$ cat config.mk
export PLATFORM = sky130hd
export DESIGN_NAME = mul_seq_ctrl_flat
export DESIGN_NICKNAME = d
export VERILOG_FILES = /design/src/rtl/mul_seq_ctrl_if.sv /design/src/rtl/mul_seq_ctrl.sv /design/src/flat_wrapper.sv
export SDC_FILE = /design/constraint.sdc
export NUM_CORES = 1
export LEC_CHECK = 0
export BUFFER_PORTS_ARGS = -buffer_cell sky130_fd_sc_hd__buf_4
export CELL_PAD_IN_SITES_DETAIL_PLACEMENT = 1
export CELL_PAD_IN_SITES_GLOBAL_PLACEMENT = 2
export CORE_UTILIZATION = 30
export DETAILED_ROUTE_END_ITERATION = 8
export PLACE_DENSITY_LB_ADDON = 0.1
export RECOVER_POWER = 50
export SLEW_MARGIN = 40
export SYNTH_ARGS = -nofsm -noshare
export SYNTH_HDL_FRONTEND = slang
export SYNTH_SLANG_ARGS = --single-unit
$ cat constraint.sdc
create_clock -name clk -period 2.2 [get_ports clk]
set_input_delay 0.11 -clock clk [delete_from_list [all_inputs] [get_ports clk]]
set_output_delay 0.11 -clock clk [all_outputs]
set_load 0.1 [all_outputs]
$ cat src/rtl/mul_seq_ctrl_if.sv
// Bundle for mul_seq_ctrl: request handshake, result handshake and the link to the
// shared 32-bit arithmetic unit.
//   slave  : the multiply controller (receives a/b/signed_op/in_valid/out_ready and
//            the unit's sum/carry; drives in_ready, prod, out_valid and the unit's
//            operand and function inputs).
//   master : the surrounding logic (decode stage, write-back, arithmetic unit).
interface mul_seq_ctrl_if;
  logic [31:0] a;
  logic [31:0] b;
  logic        signed_op;
  logic        in_valid;
  logic        in_ready;
  logic [63:0] prod;
  logic        out_valid;
  logic        out_ready;
  logic [31:0] alu_a;
  logic [31:0] alu_b;
  logic        alu_f0;
  logic        alu_f1;
  logic [31:0] alu_s;
  logic        alu_c;

  modport slave (
    input  a, b, signed_op, in_valid, out_ready, alu_s, alu_c,
    output in_ready, prod, out_valid, alu_a, alu_b, alu_f0, alu_f1
  );

  modport master (
    output a, b, signed_op, in_valid, out_ready, alu_s, alu_c,
    input  in_ready, prod, out_valid, alu_a, alu_b, alu_f0, alu_f1
  );
endinterface

$ cat src/rtl/mul_seq_ctrl.sv
// Sequential 32x32->64 multiplier controller. Computes signed or unsigned products by
// time-multiplexing a shared 32-bit arithmetic unit (f1f0: 00 A+B, 01 A-B, 10 -B, 11 B+1).
// Operands are converted to magnitudes, multiplied by 32 shift-add steps, and the
// 64-bit result is negated in two halves when the operand signs differ.
// Fixed latency: 36 cycles from accept to out_valid.
// Ports:
//   clk    : clock, rising edge
//   rst_n  : asynchronous active-low reset
//   io_bus : request/result handshakes and arithmetic-unit link (slave side)
module mul_seq_ctrl #(
  parameter bit SIGNED_EN = 1'b1
) (
  input  logic           clk,
  input  logic           rst_n,
  mul_seq_ctrl_if.slave  io_bus
);

  typedef enum logic [2:0] {
    StIdle,
    StNegA,
    StNegB,
    StIter,
    StNegLo,
    StNegHi,
    StDone
  } state_e;

  state_e      r_state;
  logic [31:0] r_a;
  logic [31:0] r_b;
  logic        r_sgn;
  logic        r_neg;
  logic [31:0] r_mcand;
  logic [31:0] r_lo;
  logic [31:0] r_hi;
  logic        r_nc;
  logic [4:0]  r_cnt;
  logic [63:0] r_prod;
  logic        r_in_ready;
  logic        r_out_valid;

  logic        w_sgn_in;
  logic [31:0] w_alu_a;
  logic [31:0] w_alu_b;
  logic [1:0]  w_alu_f;

  assign w_sgn_in = SIGNED_EN & io_bus.signed_op;

  // Arithmetic-unit drive, combinational from state and registers.
  always_comb begin
    w_alu_a = 32'd0;
    w_alu_b = 32'd0;
    w_alu_f = 2'b00;
    case (r_state)
      StNegA: begin
        w_alu_b = r_a;
        if (r_sgn && r_a[31]) w_alu_f = 2'b10;
      end
      StNegB: begin
        w_alu_b = r_b;
        if (r_sgn && r_b[31]) w_alu_f = 2'b10;
      end
      StIter: begin
        w_alu_a = r_lo[0] ? r_mcand : 32'd0;
        w_alu_b = r_hi;
      end
      StNegLo: begin
        w_alu_b = r_lo;
        if (r_neg) w_alu_f = 2'b10;
      end
      StNegHi: begin
        // Upper half of a 64-bit negate: ~hi, plus the borrow-through from the low half.
        if (r_neg) begin
          w_alu_b = ~r_hi;
          w_alu_f = r_nc ? 2'b11 : 2'b00;
        end else begin
          w_alu_b = r_hi;
        end
      end
      default: ;
    endcase
  end

  assign io_bus.alu_a     = w_alu_a;
  assign io_bus.alu_b     = w_alu_b;
  assign io_bus.alu_f1    = w_alu_f[1];
  assign io_bus.alu_f0    = w_alu_f[0];
  assign io_bus.in_ready  = r_in_ready;
  assign io_bus.out_valid = r_out_valid;
  assign io_bus.prod      = r_prod;

  always_ff @(posedge clk or negedge rst_n) begin
    if (!rst_n) begin
      r_state     <= StIdle;
      r_a         <= 32'd0;
      r_b         <= 32'd0;
      r_sgn       <= 1'b0;
      r_neg       <= 1'b0;
      r_mcand     <= 32'd0;
      r_lo        <= 32'd0;
      r_hi        <= 32'd0;
      r_nc        <= 1'b0;
      r_cnt       <= 5'd0;
      r_prod      <= 64'd0;
      r_in_ready  <= 1'b1;
      r_out_valid <= 1'b0;
    end else begin
      case (r_state)
        StIdle: begin
          if (io_bus.in_valid && r_in_ready) begin
            r_a        <= io_bus.a;
            r_b        <= io_bus.b;
            r_sgn      <= w_sgn_in;
            r_neg      <= w_sgn_in & (io_bus.a[31] ^ io_bus.b[31]);
            r_in_ready <= 1'b0;
            r_state    <= StNegA;
          end
        end
        StNegA: begin
          r_mcand <= io_bus.alu_s;
          r_state <= StNegB;
        end
        StNegB: begin
          r_lo    <= io_bus.alu_s;
          r_hi    <= 32'd0;
          r_cnt   <= 5'd0;
          r_state <= StIter;
        end
        StIter: begin
          // Shift the 65-bit {carry, sum, lo} right by one; lo's LSB selects the next addend.
          r_hi  <= {io_bus.alu_c, io_bus.alu_s[31:1]};
          r_lo  <= {io_bus.alu_s[0], r_lo[31:1]};
          r_cnt <= r_cnt + 5'd1;
          if (r_cnt == 5'd31) r_state <= StNegLo;
        end
        StNegLo: begin
          r_lo    <= io_bus.alu_s;
          // Carry out of -lo is set only when lo was zero.
          r_nc    <= r_neg ? io_bus.alu_c : 1'b0;
          r_state <= StNegHi;
        end
        StNegHi: begin
          r_hi        <= io_bus.alu_s;
          r_prod      <= {io_bus.alu_s, r_lo};
          r_out_valid <= 1'b1;
          r_state     <= StDone;
        end
        StDone: begin
          if (io_bus.out_ready) begin
            r_out_valid <= 1'b0;
            r_in_ready  <= 1'b1;
            r_state     <= StIdle;
          end
        end
        default: r_state <= StIdle;
      endcase
    end
  end

endmodule

$ cat src/flat_wrapper.sv
// flat-port wrapper written by rule: the top's interface ports become plain ports
module mul_seq_ctrl_flat 
#(
  parameter bit SIGNED_EN = 1'b1
)
  (clk, rst_n, io_bus_a, io_bus_b, io_bus_signed_op, io_bus_in_valid, io_bus_out_ready, io_bus_alu_s, io_bus_alu_c, io_bus_in_ready, io_bus_prod, io_bus_out_valid, io_bus_alu_a, io_bus_alu_b, io_bus_alu_f0, io_bus_alu_f1);
  mul_seq_ctrl_if io_bus_i ();
  input  logic clk;
  input  logic rst_n;
  input wire logic [$bits(io_bus_i.a)-1:0] io_bus_a;
  input wire logic [$bits(io_bus_i.b)-1:0] io_bus_b;
  input wire logic [$bits(io_bus_i.signed_op)-1:0] io_bus_signed_op;
  input wire logic [$bits(io_bus_i.in_valid)-1:0] io_bus_in_valid;
  input wire logic [$bits(io_bus_i.out_ready)-1:0] io_bus_out_ready;
  input wire logic [$bits(io_bus_i.alu_s)-1:0] io_bus_alu_s;
  input wire logic [$bits(io_bus_i.alu_c)-1:0] io_bus_alu_c;
  output wire logic [$bits(io_bus_i.in_ready)-1:0] io_bus_in_ready;
  output wire logic [$bits(io_bus_i.prod)-1:0] io_bus_prod;
  output wire logic [$bits(io_bus_i.out_valid)-1:0] io_bus_out_valid;
  output wire logic [$bits(io_bus_i.alu_a)-1:0] io_bus_alu_a;
  output wire logic [$bits(io_bus_i.alu_b)-1:0] io_bus_alu_b;
  output wire logic [$bits(io_bus_i.alu_f0)-1:0] io_bus_alu_f0;
  output wire logic [$bits(io_bus_i.alu_f1)-1:0] io_bus_alu_f1;
  assign io_bus_i.a = io_bus_a;
  assign io_bus_i.b = io_bus_b;
  assign io_bus_i.signed_op = io_bus_signed_op;
  assign io_bus_i.in_valid = io_bus_in_valid;
  assign io_bus_i.out_ready = io_bus_out_ready;
  assign io_bus_i.alu_s = io_bus_alu_s;
  assign io_bus_i.alu_c = io_bus_alu_c;
  assign io_bus_in_ready = io_bus_i.in_ready;
  assign io_bus_prod = io_bus_i.prod;
  assign io_bus_out_valid = io_bus_i.out_valid;
  assign io_bus_alu_a = io_bus_i.alu_a;
  assign io_bus_alu_b = io_bus_i.alu_b;
  assign io_bus_alu_f0 = io_bus_i.alu_f0;
  assign io_bus_alu_f1 = io_bus_i.alu_f1;
  mul_seq_ctrl #(.SIGNED_EN(SIGNED_EN)) u_core (.clk(clk), .rst_n(rst_n), .io_bus(io_bus_i));
endmodule
==> flow_summary.yaml, run 1 <==
setup_path:
  worst-path-max-fanout: 6
  cp-start-kind: "register"
  critPathKind: "reg -> out"
  cp.arrival_ns: 2.38
  critPathCaptureType: "output pin"
  cp.required_ns: 2.09
synthesis:
  synth_ff_type: "dfrtp_1"
  synth_compound_area_share_pct: 15.0
  yosysMostFrequentCell: "dfrtp_1"
  yosys-top-cells-count: "dfrtp_1 (236), mux2_2 (143), nor2_1 (100)"
  synth_fa_ha_area_share_pct: 0.517
  synth.distinct_cells: 48
  synthTopCellsByArea: "dfrtp_1 (49%), mux2_2 (13%), mux2i_1 (3.8%), a221oi_1 (3.3%), a21oi_1 (3.1%)"
  synthCells: 1062
  synth_edf_count: 0
  synthMuxAreaShare_pct: 19.7
  synth-simple-area-share_pct: 9.45
  avgSynthCellArea_um2: 11.4
  async_flop_share_pct: 100
  synth-seq-cells: 237
  synth_xor_area_share_pct: 1.39
  yosysWarnings: 0
  synth_top_area_share_pct: 48.8
  synth_area_leader_cell: "dfrtp_1"
  yosysSeqAreaShare_pct: 49.0
  synth_area_um2: 12100
  synth_top_family_by_area: "multiplexers"
  syn_nets: 1169
clock_network:
  numCtsBuffers: 30
  insertion_delay_ns: 0.57
  cts-root-buf: "clkbuf_16"
  cts.sinks: 237
  h-tree-depth: 1
  max-clock-path-buffers: 3
  cts_tree: "yes"
  clk_pin_slew_ns: 0.06
floorplan:
  rows: 73
  die-area_um2: 41200
  coreArea_um2: 39700
  die_width_um: 203
  die_h_um: 203
  start_util_pct: 30.5
  ios: 234
timing:
  fin_ws_ns: -0.292
  fmax_ghz: 0.401
  finalHoldViolCount: 0
  setup_viol: 65
  whs_ns: 0.299
  worstMarginPinSlew_ns: 1.25
  skew_ns: 0.00871
  slew_headroom_pct: 16.8
  drv_slew: 0
  grt_setup_unrepaired: "yes"
  period_share_pct: 113
  period_minus_slack_ns: 2.49
routing:
  drcViolationCount: 0
  vias: 10100
  first_pass_iters: 4
  ant_nets: 0
  wirelength_mm: 45.8
  highest_layer: "met4"
  viasPerCell: 5.12
  drt_iter0_drc: 451
  wl_per_cell_um: 23.2
  wl_met3_mm: 1.93
  wl_met2_mm: 22.0
  wl_met1_mm: 20.9
grt:
  grt_pass1_wl_mm: 69.1
  grt_use_total_pct: 22.0
  first_global_vias: 10900
  grt_max_degree: 57
  grt-ovfl-total: 0
  antenna_found_initial: 0
placed_design:
  dp_slack_ns: 0.0795
  place.gp.congestion: 0.755
  dp_hpwl_mm: 29.8
  io_buffers: 233
layout:
  fin_nets: 1535
  area_growth_pct: 51.1
  diodes: 0
  layout-drive-gt1-share_pct: 44.5
  fill_cells: 4172
run_status:
  violations: "setup timing"
  status: "finished, violations left"
job:
  max_cap_violations: 0
hold_path:
  min_path_type: "in -> reg"
pwr:
  leakagePower_uw: 0.00809
  power_density_nw_per_um2: 1560
  peakVddDrop_uv: 904
## stage by stage
stage                     util, %  area (µm²)  setup TNS, ns  power [µW]  cells
after floorplan                 -       12600          -4.29       17600   1062
after global placement       38.0       15100              0       21100   1789
after detailed placement     38.0       15100              0       21300   1789
after CTS                    44.7       17800         -16.43       27700   1966
after global routing         46.0       18300         -19.55       30000   1976
final                        46.0       18300         -12.63       28600   1976
## worst max-delay path, cell delays in order (launching register included)
cell     delay, ns
dfrtp_4       0.53
and2b_4       0.35
a32o_2        0.22
buf_8         0.17
nand2_2       0.08
a31oi_4       0.24
buf_12        0.21
## final timing paths
check	from	end	slack, ns	cells past startpoint
hold / removal	io_bus_b[8]	u_core.r_b[8]$_DFFE_PN0P_	0.30	3
hold reg to reg	u_core.r_b[7]$_DFFE_PN0P_	u_core.r_b[7]$_DFFE_PN0P_	0.48	1
setup reg to reg	u_core.r_state[0]$_DFFE_PN0P_	u_core.io_bus.in_ready$_DFFE_PN1P_	0.13	7
min in group asynchronous	rst_n	u_core.r_mcand[26]$_DFFE_PN0N_	0.34	2
max in group asynchronous	rst_n	u_core.io_bus.prod[34]$_DFFE_PN0N_	0.28	3
setup / recovery	u_core.r_state[2]$_DFFE_PN0P_	io_bus_alu_b[11]	-0.29	6
## placed cells by master (no fill, tap or decap), types with 11 or more instances in the layout
cell type / n
a21oi_1: 67
a221oi_1: 46
a221oi_2: 18
a22o_1: 19
a31oi_4: 17
and2_4: 32
buf_12: 77
buf_4: 187
buf_6: 11
clkbuf_1: 14
clkbuf_16: 32
clkbuf_2: 33
dfrtp_1: 233
dlygate4sd3_1: 102
mux2_1: 28
mux2_2: 143
mux2i_1: 46
nand2_1: 18
nand2_2: 25
nor2_1: 88
nor2_4: 11
o21ai_0: 34
o22a_1: 15
or3_1: 32
xor2_1: 11
## report_power, final
group	switching (µW)	internal [µW]
combinational	10300	6390
sequential	1360	5690
clock	1970	2850
## flip-flops by register name, summed over array words and instances (netlist names)
register,count
u_core.r_lo,32
u_core.r_hi,32
u_core.r_nc,1
u_core.io_bus.in_ready,1
u_core.io_bus.prod,64
u_core.r_sgn,1
u_core.io_bus.out_valid,1
u_core.r_state,3
u_core.r_a,32
u_core.r_neg,1
u_core.r_mcand,32
u_core.r_b,32
u_core.r_cnt,5
## cell families (layout without fill, tap and decap cells)
kind of cell	after synthesis	after routing
compound gates	252	252
xor+xnor	17	17
fa+ha+maj	5	5
buf+inv	101	490
flops	237	237
mux	217	217
simple gates	233	233
## area by class of cell
class	instances	area, µm²	area share [%]
Clock inverter	8	65.1	0.356
Multi-Input combinational cell	724	6220	34.0
Inverter	8	37.5	0.205
Tap cell	525	657	3.59
Clock buffer	47	886	4.84
Timing Repair Buffer	427	4490	24.5
Sequential cell	237	5940	32.5
## metal layers
layer	track usage, %	up-vias
met1	30.4	5230
met4	4.51	0
met5	0	-
li1	-	4619
met2	36.6	207
met3	3.15	61
## what timing repair did
item                       4_1_cts  5_1_grt
gates resized for setup        134      149
hold buffers                   102        0
pin swaps                       20       15
setup endpoints to repair       66       66
gates cloned                     4        2
hold endpoints to repair       435        0
buffers inserted                16        9
Power figures use the tool's default switching activity.
==> inputs of run 2 (changes only) <==
Settings changed: CORE_UTILIZATION 30 to 24, GPL_TIMING_DRIVEN from default to 0.
==> run 2 against run 1 <==
  * The run ends with capacitance limit, slew limit, setup timing left
  * First-iteration DRC count increased by 20%
  * Routed wire length increased by 18%
  * Hold slack got worse by 0.0048 ns
  * Highest routed layer unchanged
  * Non-clock buffer count increased by 48
  * Maximum frequency decreased by 15%
==> flow_summary.yaml, run 2 (synthesis results as in run 1) <==
run_status:
  status: "finished, violations left"
  violations: "capacitance limit, slew limit, setup timing"
placed_design:
  place.gp.congestion: 0.781
  io_buffers: 233
  dp_hpwl_mm: 37.0
  dp_slack_ns: -0.610
  post-place-cells: 1963
  dpl_cell_area_um2: 15300
setup_path:
  cp.depth: 11
  worst_path_most_repeated_cell: "buf_12"
  crit_end: "io_bus_alu_b[16]"
  worstPathCellList: "buf_12, inv_16, buf_12, buf_12, clkbuf_16, ha_4, and2b_4, a21oi_2, o22a_1, a21oi_4, buf_12"
  critPathTopFamily: "buffers and inverters"
  cp.required_ns: 2.09
  cp.arrival_ns: 2.81
  r2r-start: "u_core.r_state[1]$_DFFE_PN0P_"
  crit_start: "u_core.r_state[1]$_DFFE_PN0P_"
  max_stage_delay_ns: 0.42
  crit_path_top_delay_cell: "dfrtp_1"
  critPathKind: "reg -> out"
  worst-path-max-fanout: 5
  r2r_slack_ns: 0.07
  r2r_cells: 6
  crit_buf_inv: 6
  cp-start-kind: "register"
  timing.rr.end: "u_core.r_lo[2]$_DFFE_PN0P_"
  critPathCaptureType: "output pin"
layout:
  final_common_cell: "dfrtp_1"
  fill_cells: 5273
  final_cells: 2167
  final_cell_mix: "dfrtp_1 (235), buf_4 (180), mux2_2 (143)"
  largest_reg_flops: 64
  final_area_um2: 18900
  area_growth_pct: 56.0
  regArea_um2: 5930
  layout-drive-gt1-share_pct: 43.9
  final_util_pct: 38.3
  fin_nets: 1584
  multi_input_area_um2: 6140
clock_network:
  cts-root-buf: "clkbuf_16"
  cts.sinks: 237
  max-clock-path-buffers: 3
  insertion_delay_ns: 0.58
  clk_pin_slew_ns: 0.06
  h-tree-depth: 1
  numCtsBuffers: 31
  cts_tree: "yes"
grt:
  grt-ovfl-total: 0
  antenna_found_initial: 3
  grt_use_total_pct: 21.2
  grt_pass1_wl_mm: 79.3
  grt_max_degree: 64
  first_global_vias: 11400
timing:
  period_minus_slack_ns: 2.92
  fin_ws_ns: -0.717
  setup_viol: 129
  grt_setup_unrepaired: "yes"
  drv_slew: 60
  skew_ns: 0.0119
  period_share_pct: 133
  slew_headroom_pct: -8.24
  worstMarginPinSlew_ns: 1.62
  fmax_ghz: 0.343
  finalHoldViolCount: 0
floorplan:
  start_util_pct: 24.5
  coreArea_um2: 49400
  ios: 234
  die-area_um2: 51300
  die_h_um: 227
  rows: 81
  die_width_um: 227
routing:
  vias: 10400
  wirelength_mm: 53.9
  drt_iter0_drc: 543
  ant_nets: 0
  wl_per_cell_um: 24.9
  viasPerCell: 4.81
  first_pass_iters: 4
  drcViolationCount: 0
pwr:
  peakVddDrop_uv: 843
  leakagePower_uw: 0.00831
  finalPower_uw: 30500
  power_density_nw_per_um2: 1610
job:
  max_cap_violations: 1
hold_path:
  min_path_type: "in -> reg"
[run 2: layout make-up]
cell class / count / share of cell area [%]
Clock inverter: 10 / 0.947
Timing Repair Buffer: 382 / 21.2
Sequential cell: 237 / 31.4
Buffer: 93 / 4.23
Inverter: 8 / 0.245
Multi-Input combinational cell: 724 / 32.5
Tap cell: 664 / 4.40
Antenna cell: 1 / 0.0133
Clock buffer: 48 / 5.03
[run 2: report_power, final]
part           total [µW]  switching (µW)  internal [µW]  leakage [µW]
Sequential           7020            1350           5670       0.00289
Combinational       17800           11000           6820       0.00485
Clock                5630            2100           3530      0.000559
[run 2: worst min-delay path by stage]
stage	slack, ns	startpoint	end	cells after the start
3_3_place_gp	0.33	io_bus_b[15]	u_core.r_b[15]$_DFFE_PN0P_	2
3_5_place_dp	-0.07	rst_n	u_core.io_bus.prod[61]$_DFFE_PN0N_	1
2_1_floorplan	-0.19	rst_n	u_core.io_bus.out_valid$_DFFE_PN0P_	0
6_report	0.29	io_bus_b[9]	u_core.r_b[9]$_DFFE_PN0P_	3
4_1_cts	0.12	rst_n	u_core.io_bus.prod[60]$_DFFE_PN0N_	3
5_1_grt	0.29	io_bus_b[15]	u_core.r_b[15]$_DFFE_PN0P_	3
[run 2: per-stage QoR]
step | hold WS (ns) | setup TNS (ns)
after floorplan | -0.186 | -4.29
after detailed placement | -0.0697 | -29.39
after CTS | 0.117 | -33.14
final | 0.295 | -44.77
after global routing | 0.287 | -91.08
after global placement | 0.330 | -327.58
[run 2: timing repair]
action,in CTS,in global routing
hold buffers,103,0
cloned,4,0
endpoints found under the hold margin,373,0
buffers inserted,31,8
setup endpoints to repair,66,116
pin swaps,8,7
gates resized for setup,295,14
[run 2: routing by layer]
metal / global-route usage (%) / up-vias / part of all wire (%)
li1: - / 4732 / -
met1: 29.4 / 5423 / 47
met2: 35.2 / 217 / 48
met3: 2.82 / 47 / 3.5
met4: 4.23 / 0 / 1.7
met5: 0 / - / 0
[run 2: worst reg2reg max path, delay by kind of cell, from the launching register on]
kind	cells	cell delay [ns]
DFF	1	0.43
xor gates and xnor gates	1	0.42
AOI/OAI and AO/OA	1	0.16
buffers and inverters	4	0.97
